$ cat config.mk
export PLATFORM = sky130hd
export DESIGN_NAME = sim_run_ctrl
export DESIGN_NICKNAME = d
export VERILOG_FILES = /design/src/rtl/sim_run_ctrl.sv
export SDC_FILE = /design/constraint.sdc
export NUM_CORES = 1
export LEC_CHECK = 0
export CAP_MARGIN = 20
export CORE_ASPECT_RATIO = 1.2
export CORE_UTILIZATION = 25
export DETAILED_ROUTE_END_ITERATION = 6
export MAX_ROUTING_LAYER = met4
export PLACE_DENSITY = 0.49
export SLEW_MARGIN = 5
export SYNTH_ARGS = -nofsm -noshare
export SYNTH_HDL_FRONTEND = slang
export SYNTH_SLANG_ARGS = --single-unit
export TNS_END_PERCENT = 1
$ cat constraint.sdc
create_clock -name clk -period 3.4 [get_ports clk]
set_input_delay 0.68 -clock clk [delete_from_list [all_inputs] [get_ports clk]]
set_output_delay 0.68 -clock clk [all_outputs]
set_load 0.03 [all_outputs]
$ cat src/rtl/sim_run_ctrl.sv
// Run controller for the single-cycle MIPS harness: stretches the core reset, counts RUN cycles
// and ends the run on a halt instruction, a PC self-loop or a cycle-limit timeout.
module sim_run_ctrl #(
    parameter int unsigned RESET_CYCLES = 2,
    parameter int unsigned MAX_CYCLES   = 1000,
    parameter int unsigned STALL_LIMIT  = 4,
    parameter bit          HALT_EN      = 1'b1,
    parameter logic [31:0] HALT_INSTR   = 32'h0000_000C,
    parameter int unsigned CNT_W        = 32
) (
    input  logic             clk,
    input  logic             reset,
    input  logic [31:0]      pc,
    input  logic [31:0]      instr,
    output logic             core_reset,
    output logic             running,
    output logic             done,
    output logic [1:0]       halt_cause,
    output logic [CNT_W-1:0] cycle_cnt,
    output logic [31:0]      final_pc
);

    localparam int unsigned HoldW  = $clog2(RESET_CYCLES + 1);
    localparam int unsigned StallW = $clog2(STALL_LIMIT + 1);

    localparam logic [HoldW-1:0]  HoldLast = HoldW'(RESET_CYCLES - 1);
    localparam logic [StallW-1:0] StallHit = StallW'(STALL_LIMIT - 2);
    localparam logic [CNT_W-1:0]  CntLast  = CNT_W'(MAX_CYCLES - 1);

    localparam logic [1:0] CauseNone  = 2'b00;
    localparam logic [1:0] CauseHalt  = 2'b01;
    localparam logic [1:0] CauseLoop  = 2'b10;
    localparam logic [1:0] CauseLimit = 2'b11;

    typedef enum logic [1:0] {StHold, StRun, StDone} state_e;

    state_e             state_q, state_d;
    logic [HoldW-1:0]   hold_q, hold_d;
    logic [StallW-1:0]  stall_q, stall_d;
    logic [31:0]        prev_pc_q, prev_pc_d;
    logic               prev_valid_q, prev_valid_d;
    logic               core_reset_q, core_reset_d;
    logic               running_q, running_d;
    logic               done_q, done_d;
    logic [1:0]         cause_q, cause_d;
    logic [CNT_W-1:0]   cnt_q, cnt_d;
    logic [31:0]        final_pc_q, final_pc_d;

    logic               same_pc;
    logic [1:0]         hit_cause;

    always_ff @(posedge clk) begin
        if (reset) begin
            state_q      <= StHold;
            hold_q       <= '0;
            stall_q      <= '0;
            prev_pc_q    <= '0;
            prev_valid_q <= 1'b0;
            core_reset_q <= 1'b1;
            running_q    <= 1'b0;
            done_q       <= 1'b0;
            cause_q      <= CauseNone;
            cnt_q        <= '0;
            final_pc_q   <= '0;
        end else begin
            state_q      <= state_d;
            hold_q       <= hold_d;
            stall_q      <= stall_d;
            prev_pc_q    <= prev_pc_d;
            prev_valid_q <= prev_valid_d;
            core_reset_q <= core_reset_d;
            running_q    <= running_d;
            done_q       <= done_d;
            cause_q      <= cause_d;
            cnt_q        <= cnt_d;
            final_pc_q   <= final_pc_d;
        end
    end

    always_comb begin
        state_d      = state_q;
        hold_d       = hold_q;
        stall_d      = stall_q;
        prev_pc_d    = prev_pc_q;
        prev_valid_d = prev_valid_q;
        core_reset_d = core_reset_q;
        running_d    = running_q;
        done_d       = done_q;
        cause_d      = cause_q;
        cnt_d        = cnt_q;
        final_pc_d   = final_pc_q;

        same_pc   = prev_valid_q && (pc == prev_pc_q);
        // Fixed priority: halt instruction, then self-loop, then timeout.
        hit_cause = CauseNone;
        if (HALT_EN && (instr == HALT_INSTR)) begin
            hit_cause = CauseHalt;
        end else if (same_pc && (stall_q == StallHit)) begin
            hit_cause = CauseLoop;
        end else if (cnt_q == CntLast) begin
            hit_cause = CauseLimit;
        end

        case (state_q)
            StHold: begin
                core_reset_d = 1'b1;
                running_d    = 1'b0;
                if (hold_q == HoldLast) begin
                    state_d      = StRun;
                    core_reset_d = 1'b0;
                    running_d    = 1'b1;
                end else begin
                    hold_d = hold_q + HoldW'(1);
                end
            end
            StRun: begin
                if (cnt_q != '1) begin
                    cnt_d = cnt_q + CNT_W'(1);
                end
                prev_pc_d    = pc;
                prev_valid_d = 1'b1;
                stall_d      = same_pc ? stall_q + StallW'(1) : '0;
                if (hit_cause != CauseNone) begin
                    state_d    = StDone;
                    done_d     = 1'b1;
                    running_d  = 1'b0;
                    cause_d    = hit_cause;
                    final_pc_d = pc;
                end
            end
            StDone: begin
                running_d    = 1'b0;
                core_reset_d = 1'b0;
            end
            default: begin
                state_d = StHold;
            end
        endcase
    end

    assign core_reset = core_reset_q;
    assign running    = running_q;
    assign done       = done_q;
    assign halt_cause = cause_q;
    assign cycle_cnt  = cnt_q;
    assign final_pc   = final_pc_q;

endmodule

==> results of run 1 <==
-- where the power goes --
group / switching [mW] / total (mW) / internal [mW]
combinational: 0.434 / 0.810 / 0.376
sequential: 0.0791 / 1.47 / 1.39
clock: 0.513 / 1.04 / 0.525
total: 1.03 / 3.32 / 2.29
-- layout by cell type (no fill, tap or decap), types with 11 or more instances in the layout --
master / n
xor2_1: 49
clkdlybuf4s50_1: 133
dfxtp_1: 109
nand3_1: 51
nand4_1: 15
nand2_1: 16
xnor2_1: 11
mux2i_1: 34
nor4_1: 24
o21ai_0: 33
nor2_1: 72
a21oi_1: 43
-- registers in the layout, summed over array words and instances (netlist names) --
register	count
hold_q	2
final_pc	32
halt_cause	2
done	1
cycle_cnt	32
prev_valid_q	1
stall_q	3
prev_pc_q	32
running	1
state_q	2
core_reset	1
-- path summary, 6_finish.rpt --
check | start | to | slack (ps) | depth (start not counted)
worst max-delay path | pc[3] | state_q[0]$_SDFFE_PP0P_ | 420 | 7
worst min-delay path | final_pc[24]$_SDFFE_PP0P_ | final_pc[24]$_SDFFE_PP0P_ | 470 | 2
worst max register to register | state_q[1]$_SDFFE_PP0P_ | final_pc[8]$_SDFFE_PP0P_ | 900 | 8
worst min register to register | final_pc[24]$_SDFFE_PP0P_ | final_pc[24]$_SDFFE_PP0P_ | 470 | 2
-- worst min-delay path, cell delays in order (launching register included) --
cell and delay (ps):
dfxtp_1 310, nand3_1 60, a21oi_1 50
-- cell type report --
cell class / count / area [sq um] / share of cell area
inverter: 8 / 30.0 / 0.00435
multi-input combinational: 416 / 2650 / 0.384
clock inverter: 6 / 46.3 / 0.00671
timing repair buffer: 144 / 1430 / 0.207
tap: 261 / 327 / 0.0474
sequential: 109 / 2180 / 0.316
clock buffer: 10 / 239 / 0.0347
-- layer usage --
metal / wire, um / share of wire
met2: 7420 / 0.50
met5: 0 / 0
met3: 638 / 0.043
met4: 207 / 0.014
met1: 6650 / 0.45
-- cells by family after synthesis --
group           count (synthesis)
flops                         109
buf+inv                        44
compound gates                 94
fa+ha+maj                       7
mux                            34
xor+xnor                       60
simple gates                  221
-- through the flow --
| stage | utilization | TNS [ps] | setup slack (ps) | power [mW] | instance area (sq um) |
|---|---|---|---|---|---|
| 6_report | 0.352 | 0 | 420 | 3.32 | 6900 |
| 5_1_grt | 0.352 | 0 | 233 | 3.50 | 6900 |
| 4_1_cts | 0.352 | 0 | 315 | 3.37 | 6900 |
| 3_5_place_dp | 0.337 | -1040 | -62.5 | 2.32 | 6610 |
| 3_3_place_gp | 0.337 | -47.8 | -29.5 | 2.30 | 6610 |
| 2_1_floorplan | - | 0 | 1070 | 2.07 | 5010 |
==> run_results.csv, run 1 <==
group,metric,value,unit
synthesis,yosys_warnings,0,
synthesis,synth_nets,642,
critical_path,cp-start-kind,"input port",
synthesis,avgSynthCellArea,8.80,sq um
global_route,top_usage_layer,"met2",
power,powerDensity,481,mW/mm^2
cts,cts_tree,"built",
floorplan,fp-row-count,56,
synthesis,synth_common_cells,"dfxtp_1 (109), nor2_1 (72), nand3_1 (51)",
timing,fin_skew,7.27,ps
timing,whs,466,ps
timing,drv_slew,0,
critical_path,path_class,"in -> reg",
drt,totalWireLength,14.9,mm
synthesis,synth.area.top_cells,"dfxtp_1 (44%), xor2_1 (8.6%), mux2i_1 (6.8%)",
global_route,grt_pass1_wl,23.6,mm
drt,initialDrtViolationCount,274,
cells_and_area,final_nets,761,
critical_path,crit_arrival,3250,ps
synthesis,synth_compound_area_frac,0.106,
floorplan,core,0.0196,sq mm
synthesis,synth-edff-count,0,
floorplan,die_w,131,um
placed_design,hpwl,10.7,mm
placed_design,place_inst,938,
floorplan,dieHeight,157,um
synthesis,yosysTopAreaCellShare,0.436,
timing,tightest_slew,724,ps
drt,drc,0,
cts,cts_max_level,3,
placed_design,gp_congestion,0.842,
timing,finalHoldViolations,0,
power,ir_drop,0.258,mV
critical_path,endpoint_kind,"flop",
outcome,outcome,"complete, no violations",
cts,cts_setup_buffers,0,
global_route,grt_max_degree,61,
cts,post_cts_resized,0,
floorplan,start_util,0.255,
synthesis,synth_most_common_cell,"dfxtp_1",
synthesis,synth_cells,569,
drt,drt-pass1-iter-count,4,
run,maxCapViolations,0,
critical_path,path_delay_family,"simple AND/OR/NAND/NOR gates",
placed_design,portBuffers,134,
timing,timing.fmax,0.336,GHz
cts,cts_buffer_depth,2,
global_route,use_met1,0.173,
critical_path,slowest_stage,"or4_1",
timing,finalSetupViolCount,0,
global_route,gr-usage-met2,0.261,
cells_and_area,area.growth.synth_to_final,37.7,%
cts,clkTransAtPathRegs,80,ps
drt,vias,4500,
global_route,grt_use_met3,0.0251,
cells_and_area,stdcell_count,954,
synthesis,syn_area,0.00501,sq mm
drt,drt-wirelength-per-cell,15.6,um
synthesis,synth_xor_xnor_area_share,0.105,
cells_and_area,n_antenna_cell,0,
synthesis,synth_fa_ha_area_frac,0.0175,
cells_and_area,n_fill_cell,2038,
cts,cts_buffers,9,
cts,clock-root-buffer,"clkbuf_16",
global_route,grt_overflow,0,
floorplan,design.die.area,0.0206,sq mm
timing,slew_headroom,0.517,
power,static-leakage-power,2.39,nW
synthesis,synth_top_family_by_area,"simple AND/OR/NAND/NOR gates",
critical_path,path_cells,"clkdlybuf4s50_1, xor2_1, nor4_1, nand4_1, or4_1, a21o_1, a211oi_1",
critical_path,slowest_delay,700,ps
hold_path,min_path_type,"reg -> reg",
drt,viasPerCell,4.72,
global_route,grtUsageTotal,0.150,
floorplan,ios,135,
synthesis,ys_ff_latch,109,
timing,rsz0062_at_grt,"no",
synthesis,yosysTopAreaCell,"dfxtp_1",
cts,clock_latency,350,ps
synthesis,synthMuxAreaShare,0.0679,
synthesis,synth_ff_type,"dfxtp_1",
drt,postRouteAntennaNets,0,
cells_and_area,drive_above_1_share,0.0548,
critical_path,cp_max_fo,6,
synthesis,async_flop_share,0,
cts,cts_hold_buf,0,
critical_path,worstPathRequired,3670,ps
synthesis,ys_seq_area_frac,0.436,
global_route,antenna_found_initial,0,
timing,timing.final.crit_share,0.876,
synthesis,synth_cell_types,42,
timing,fin_crit,2980,ps
global_route,grt_pass1_vias,4427,
cts,cts_sinks,109,
critical_path,critPathBufInv,1,
synthesis,yosys.area_share.simple,0.229,
Note: power is estimated with default switching activity, not from simulation.
==> inputs of run 2 (changes only) <==
--- a/config.mk
+++ b/config.mk
@@ -9,4 +9,5 @@
 export CORE_ASPECT_RATIO = 1.2
 export CORE_UTILIZATION = 25
+export CTS_BUF_LIST = sky130_fd_sc_hd__clkbuf_16
 export DETAILED_ROUTE_END_ITERATION = 6
 export MAX_ROUTING_LAYER = met4
==> constraint.sdc (replaced) <==
create_clock -name clk -period 3.4 [get_ports clk]
set_input_delay 0.68 -clock clk [delete_from_list [all_inputs] [get_ports clk]]
set_output_delay 0.68 -clock clk [all_outputs]
set_load 0.005 [all_outputs]
==> run_results.csv, run 2 (synthesis results as in run 1) <==
group,metric,value,unit
cells_and_area,seq_area,0.00218,sq mm
cells_and_area,n_fill_cell,2039,
cells_and_area,final_nets,761,
timing,slew_headroom,0.517,
placed_design,gp_congestion,0.842,
floorplan,design.die.area,0.0206,sq mm
timing,fin_crit,2980,ps
drt,vias,4500,
floorplan,dieHeight,157,um
global_route,grt_pass1_vias,4427,
global_route,grtUsageTotal,0.150,
cts,cts_tree,"built",
drt,postRouteAntennaNets,0,
drt,drc,0,
timing,drv_slew,0,
cts,cts_hold_buf,0,
cells_and_area,area.growth.synth_to_final,37.5,%
timing,finalHoldViolations,0,
timing,rsz0062_at_grt,"no",
critical_path,cp-start-kind,"input port",
outcome,outcome,"complete, no violations",
cells_and_area,drive_above_1_share,0.0534,
cells_and_area,final_area,0.00689,sq mm
drt,initialDrtViolationCount,274,
cts,post_cts_resized,0,
global_route,grt_pass1_wl,23.6,mm
cts,clock-root-buffer,"clkbuf_16",
cells_and_area,n_antenna_cell,0,
cells_and_area,multi_input_area,0.00265,sq mm
power,static-leakage-power,2.38,nW
drt,viasPerCell,4.72,
cts,cts_buffers,9,
critical_path,path_class,"in -> reg",
cells_and_area,post-route-util,0.351,
run,maxCapViolations,0,
drt,totalWireLength,14.9,mm
timing,tightest_slew,724,ps
cts,clkTransAtPathRegs,80,ps
floorplan,core,0.0196,sq mm
timing,timing.fmax,0.336,GHz
global_route,grt_max_degree,61,
cts,cts_buffer_depth,2,
floorplan,die_w,131,um
placed_design,portBuffers,134,
placed_design,dpl_cell_area,0.00661,sq mm
cells_and_area,stdcell_count,954,
timing,worst_slack,422,ps
drt,drt-wirelength-per-cell,15.6,um
cells_and_area,layout_common_cells,"clkdlybuf4s50_1 (133), dfxtp_1 (109), nor2_1 (72), nand3_1 (51), xor2_1 (49)",
placed_design,place_inst,938,
critical_path,crit_arrival,3250,ps
placed_design,hpwl,10.7,mm
cts,cts_setup_buffers,0,
cts,cts_max_level,3,
critical_path,worstPathRequired,3670,ps
timing,finalSetupViolCount,0,
critical_path,endpoint_kind,"flop",
global_route,antenna_found_initial,0,
cts,cts_sinks,109,
critical_path,cp_max_fo,6,
placed_design,place_ws,-62.5,ps
timing,timing.final.crit_share,0.876,
timing,fin_skew,7.36,ps
global_route,grt_overflow,0,
hold_path,min_path_type,"reg -> reg",
floorplan,ios,135,
cts,clock_latency,350,ps
floorplan,start_util,0.255,
power,powerDensity,474,mW/mm^2
floorplan,fp-row-count,56,
power,ir_drop,0.258,mV
cells_and_area,layout_commonest_cell,"clkdlybuf4s50_1",
drt,drt-pass1-iter-count,4,
## run 2: cell type report
| class | count | area share |
|---|---|---|
| multi-input cells | 416 | 0.384 |
| flip-flops and latches | 109 | 0.317 |
| repair buffers | 144 | 0.207 |
| well taps | 261 | 0.0474 |
| clock buffers | 9 | 0.0327 |
| clock inverters | 7 | 0.00727 |
| inverters | 8 | 0.00436 |
## run 2: through the flow
step	power, mW	TNS, ps	hold WS [ps]
after floorplan	2.04	0	434
after global placement	2.27	-47.8	450
after detailed placement	2.29	-1040	452
after CTS	3.32	0	466
after global routing	3.45	0	486
final	3.27	0	466
## run 2: worst max-delay path: stages
cell             delay (ps)
clkdlybuf4s50_1         470
xor2_1                  210
nor4_1                  470
nand4_1                 310
or4_1                   700
a21o_1                  210
a211oi_1                210
## run 2: worst paths after layout
kind / start / endpoint / slack (ps) / cells after the start
worst max-delay path: pc[3] / state_q[0]$_SDFFE_PP0P_ / 420 / 7
worst min-delay path: final_pc[24]$_SDFFE_PP0P_ / final_pc[24]$_SDFFE_PP0P_ / 470 / 2
worst max register to register: state_q[1]$_SDFFE_PP0P_ / final_pc[8]$_SDFFE_PP0P_ / 900 / 8
worst min register to register: final_pc[24]$_SDFFE_PP0P_ / final_pc[24]$_SDFFE_PP0P_ / 470 / 2
## run 2: power by group
group	switching [mW]	leakage (nW)	internal [mW]
Combinational	0.404	1.36	0.375
Sequential	0.0791	0.882	1.39
Clock	0.511	0.135	0.502
Total	0.994	2.38	2.27
## run 2: per-layer routing
layer  vias to the layer above  global-route usage  share of wire
li1                       2253                   -              -
met1                      2121               0.173           0.45
met2                       113               0.261           0.50
met3                        13              0.0251          0.043
met4                         0              0.0532          0.014
met5                         -                   -              0
